## config.mk

```make
export PLATFORM = sky130hd
export DESIGN_NAME = step_sequencer
export DESIGN_NICKNAME = d
export VERILOG_FILES = /design/src/rtl/step_sequencer.sv
export SDC_FILE = /design/constraint.sdc
export NUM_CORES = 1
export LEC_CHECK = 0
export ABC_AREA = 1
export BUFFER_PORTS_ARGS = -buffer_cell sky130_fd_sc_hd__buf_2
export CAP_MARGIN = 10
export CORE_MARGIN = 4
export CORE_UTILIZATION = 47
export CTS_CLUSTER_SIZE = 16
export DETAILED_ROUTE_END_ITERATION = 6
export PLACE_DENSITY = 0.8
export SLEW_MARGIN = 20
export SYNTH_ARGS = -nofsm -noshare
export SYNTH_HDL_FRONTEND = slang
export SYNTH_SLANG_ARGS = --single-unit
```

## constraint.sdc

```tcl
create_clock -name clk -period 1.9 [get_ports clk]
set_clock_uncertainty 0.05 [all_clocks]
set_input_delay 0.285 -clock clk [delete_from_list [all_inputs] [get_ports clk]]
set_output_delay 0.285 -clock clk [all_outputs]
set_load 0.02 [all_outputs]
```

## src/rtl/step_sequencer.sv

```systemverilog
// step_sequencer: ODE solver iteration controller driving a negedge step down-counter
module step_sequencer #(
    parameter int WORD_SIZE = 32,
    parameter int TIMEOUT   = 1024
) (
    input  logic                 clk,
    input  logic                 rst,
    input  logic                 start,
    input  logic                 abort,
    input  logic [WORD_SIZE-1:0] num_steps,
    input  logic [WORD_SIZE-1:0] count,
    output logic                 cnt_load,
    output logic [WORD_SIZE-1:0] cnt_in,
    output logic                 cnt_trigger,
    output logic                 cnt_clear,
    output logic                 step_start,
    input  logic                 step_done,
    output logic                 busy,
    output logic                 run_done,
    output logic                 error
);
    localparam int TW = $clog2(TIMEOUT);
    typedef enum logic [2:0] {IDLE, LOAD, CHECK, ISSUE, WAIT, ADVANCE, FINISH, CLEAR} state_t;
    state_t state_q, state_d;
    logic [WORD_SIZE-1:0] n_q, n_d;
    logic [TW-1:0] timer_q, timer_d;
    logic err_q, err_d;
    assign cnt_in = n_q;
    assign error  = err_q;
    // next state; abort overrides every decision of the active states and leaves error untouched
    always_comb begin
        state_d = state_q;
        n_d     = n_q;
        timer_d = timer_q;
        err_d   = err_q;
        case (state_q)
            IDLE: if (start && !abort) begin
                state_d = LOAD;
                n_d     = num_steps;
                err_d   = 1'b0;
            end
            LOAD:    state_d = CHECK;
            CHECK:   state_d = (count == '0) ? FINISH : ISSUE;
            ISSUE: begin
                state_d = WAIT;
                timer_d = '0;
            end
            WAIT: if (step_done) state_d = ADVANCE;
                else if (timer_q == TW'(TIMEOUT - 1)) begin
                    state_d = CLEAR;
                    err_d   = 1'b1;
                end else timer_d = timer_q + 1'b1;
            ADVANCE: state_d = CHECK;
            default: state_d = IDLE;
        endcase
        if (abort && state_q inside {LOAD, CHECK, ISSUE, WAIT, ADVANCE}) begin
            state_d = CLEAR;
            err_d   = err_q;
        end
    end
    // state registers; strobes are registered decodes of the next state so they track state_q exactly
    always_ff @(posedge clk or negedge rst) begin
        if (!rst) begin
            state_q     <= IDLE;
            n_q         <= '0;
            timer_q     <= '0;
            err_q       <= 1'b0;
            cnt_load    <= 1'b0;
            cnt_trigger <= 1'b0;
            cnt_clear   <= 1'b0;
            step_start  <= 1'b0;
            busy        <= 1'b0;
            run_done    <= 1'b0;
        end else begin
            state_q     <= state_d;
            n_q         <= n_d;
            timer_q     <= timer_d;
            err_q       <= err_d;
            cnt_load    <= state_d == LOAD;
            cnt_trigger <= state_d == ADVANCE;
            cnt_clear   <= state_d == CLEAR;
            step_start  <= state_d == ISSUE;
            busy        <= state_d != IDLE;
            run_done    <= state_d == FINISH;
        end
    end
endmodule

```

==> results.sh <==
export IMPL_avgSynthCellArea_um2=7.91
export IMPL_hold_ws_ns=0.115
export IMPL_cts_max_path_buffers=2
export IMPL_post_route_util_pct=64.4
export IMPL_r2r_end="timer_q[2]$_DFFE_PN0P_"
export IMPL_syn_inst=308
export IMPL_tightestPinTransition_ns=0.528
export IMPL_leakage_nw=1.80
export IMPL_synth_most_common_cell="nand2_1"
export IMPL_ys_types=29
export IMPL_p_seq_share_pct=40.4
export IMPL_die_x_um=80.0
export IMPL_hp_class="input port to flip-flop"
export IMPL_cts_tree="done"
export IMPL_total_power_mw=4.32
export IMPL_synthAdderAreaFrac_pct=0.514
export IMPL_yosysTopAreaCellShare_pct=53.4
export IMPL_status="finished, final reports clean"
export IMPL_clock_latency_ns=0.30
export IMPL_synth_area_top_cells="dfrtp_1 53%, nand2_1 23%, nor2_1 5.5%, inv_1 2.0%, nand3_1 1.6%"
export IMPL_synth_simple_area_share_pct=36.2
export IMPL_post_drt_wl_per_cell_um=12.0
export IMPL_placedCellCount=478
export IMPL_crit_slowest_cell="dfrtp_1"
export IMPL_dr_pass1_iters=4
export IMPL_dieArea_mm2=0.00640
export IMPL_r2r_slack_ns=0.26
export IMPL_hpwl_um=4490
export IMPL_clock_sinks=52
export IMPL_syn_nets=378
export IMPL_cp_slowest_stage_delay_ns=0.36
export IMPL_grt_pass1_vias=2232
export IMPL_synth_compound_area_share_pct=2.88
export IMPL_core_mm2=0.00488
export IMPL_crit_path_cell_trace="ha_1, nand2_1, nor2_1, nand4_2, nand2_2, nand2_2, nand2_4, inv_2, nand2_1, o21ai_1"
export IMPL_fmax_ghz=0.609
export IMPL_numCtsBuffers=5
export IMPL_r2r_cells=10
export IMPL_p_per_area_mw_per_mm2=1370
export IMPL_relSlewSlack_pct=64.7
export IMPL_core_rowCount=25
export IMPL_finalInstanceArea_mm2=0.00314
export IMPL_p_int_mw=2.41
export IMPL_rsz0062_at_grt="no"
export IMPL_grt_start_max_net_pins=34
export IMPL_ant_nets=0
export IMPL_use_met1_pct=24.0
export IMPL_drc=0
export IMPL_ir_drop_mv=1.00
export IMPL_post_cts_resized=0
export IMPL_cts_setup_buffers=0
export IMPL_worst_slack_ns=0.257
export IMPL_avgViaCountPerCell=4.65
export IMPL_cp_arrival_ns=1.80
export IMPL_final_hold_viol_count=0
export IMPL_cts_hold_buffers_added=1
export IMPL_io_buffers=107
export IMPL_htree_levels=2
export IMPL_reg2reg_from="timer_q[0]$_DFFE_PN0P_"
export IMPL_drv_cap=0
export IMPL_dpl_cell_area_mm2=0.00304
export IMPL_p_sw_share_pct=44.1
export IMPL_critical_path_top_delay_family="simple AND/OR/NAND/NOR gates"
export IMPL_use_met2_pct=33.7
export IMPL_start_kind="flip-flop"
export IMPL_initial_utilization_pct=49.9
export IMPL_yosysTopAreaCell="dfrtp_1"
export IMPL_cp_startpoint="timer_q[0]$_DFFE_PN0P_"
export IMPL_grt_pass1_wl_um=9750
export IMPL_setup_viol=0
export IMPL_clkTransAtPathRegs_ns=0.09
export IMPL_setup_tns_ns=0
export IMPL_netSwitchingPower_mw=1.90
export IMPL_period_share_pct=86.5
export IMPL_crit_cells=10
export IMPL_die_y_um=80.0
export IMPL_path_class="flip-flop to flip-flop"
export IMPL_synth_ff_type="dfrtp_1"
export IMPL_ys_async_sr_fraction_pct=100
export IMPL_ys_seq_elements=52
export IMPL_use_met3_pct=3.95
export IMPL_drive_gt1_share_pct=32.9
export IMPL_nets=489
export IMPL_antenna_cells=0
export IMPL_period_needed_ns=1.64
export IMPL_slew_viol_final=0
export IMPL_critPathBufInv=1
export IMPL_cp_max_fo=11
export IMPL_stdcell_count=487
export IMPL_area_growth_pct=29.0
export IMPL_timing_critical_path_to="timer_q[2]$_DFFE_PN0P_"
export IMPL_clockRootBuffer="clkbuf_8"
export IMPL_synth_xor_area_share_pct=2.16
export IMPL_yosysWarnings=0
export IMPL_yosys_mux_area_fraction_pct=0
export IMPL_place_gp_congestion=0.891
export IMPL_antenna_found_initial=0
export IMPL_synth_edf_count=0
export IMPL_cp_data_required_time_ns=2.05
export IMPL_grt_use_total_pct=19.5
export IMPL_vias=2263
export IMPL_synth_top_family_by_area="simple AND/OR/NAND/NOR gates"
export IMPL_syn_cell_area_mm2=0.00243
export IMPL_drt_total_wl_um=5850
export IMPL_cp_end_kind="flip-flop"
export IMPL_io_pins=108
export IMPL_grt_busiest_layer="met2"
export IMPL_p_comb_share_pct=45.1
export IMPL_synth_common_cells="151 x nand2_1, 52 x dfrtp_1, 36 x nor2_1"
export IMPL_power_frac_clock_pct=14.5
export IMPL_drt_iter0_drc=135
export IMPL_pre_cts_ws_ns=0.265
export IMPL_grt_overflow=0
export IMPL_seq_area_frac_synth_pct=53.4
==> worst min path at each step <==
stage / startpoint / end / slack, ns / cells after the start
finish: num_steps[16] / cnt_in[16]$_DFFE_PN0P_ / 0.11 / 3
global route: num_steps[17] / cnt_in[17]$_DFFE_PN0P_ / 0.11 / 3
CTS: num_steps[4] / cnt_in[4]$_DFFE_PN0P_ / 0.10 / 3
detailed placement: rst / error$_DFFE_PN0P_ / 0.23 / 1
global placement: rst / error$_DFFE_PN0P_ / 0.22 / 1
floorplan: rst / busy$_DFF_PN0_ / -0.06 / 0
==> layout by cell type (no fill, tap or decap), types with 2 or more instances in the layout <==
cell type / n
nand4_1: 3
nand2_2: 4
xnor2_1: 2
clkinv_2: 2
o21ai_1: 5
o21ai_2: 4
nand3_1: 8
clkbuf_8: 5
inv_2: 4
inv_1: 13
nand2_1: 151
buf_2: 107
buf_4: 2
nor2_1: 36
dfrtp_1: 52
nor3_2: 2
xor2_1: 4
nand2_4: 2
==> tightest hold or removal path: cells and delay by family <==
| kind | cells | cell delay (ns) |
|---|---|---|
| and+or+nand+nor | 2 | 0.08 |
| buffers and inverters | 1 | 0.07 |
==> registers in the layout (all words and copies together) (netlist names) <==
signal	cells
busy	1
cnt_clear	1
cnt_in	32
cnt_load	1
cnt_trigger	1
error	1
run_done	1
state_q	3
step_start	1
timer_q	10
==> layer usage <==
| layer | wire, um | share of wire [%] | vias up |
|---|---|---|---|
| li1 | - | - | 1158 |
| met1 | 2520 | 43 | 1029 |
| met2 | 2910 | 50 | 62 |
| met3 | 271 | 4.6 | 14 |
| met4 | 148 | 2.5 | 0 |
| met5 | 0 | 0 | - |
==> power groups by stage <==
| stage | Sequential (mW) | Clock, mW | Combinational (mW) |
|---|---|---|---|
| 2_1_floorplan | 2.21 | 0 | 0.851 |
| 6_report | 1.75 | 0.626 | 1.95 |
| 3_5_place_dp | 1.75 | 0 | 1.96 |
| 4_1_cts | 1.74 | 0.653 | 1.96 |
| 3_3_place_gp | 1.75 | 0 | 1.91 |
| 5_1_grt | 1.80 | 0.687 | 2.15 |
==> final cells by class <==
class,instances,area (um2)
multi-input combinational,230,1020
tap,67,83.8
timing repair buffer,111,581
fill,421,1740
sequential,52,1300
inverter,19,72.6
clock inverter,2,13.8
clock buffer,6,72.6
==> cells by family after synthesis <==
family	count (synthesis)
buffers and inverters	26
AOI/OAI and AO/OA	11
adders and majority gates	1
DFF	52
xor gates and xnor gates	6
and+or+nand+nor	212
Note: power is estimated with default switching activity, not from simulation.
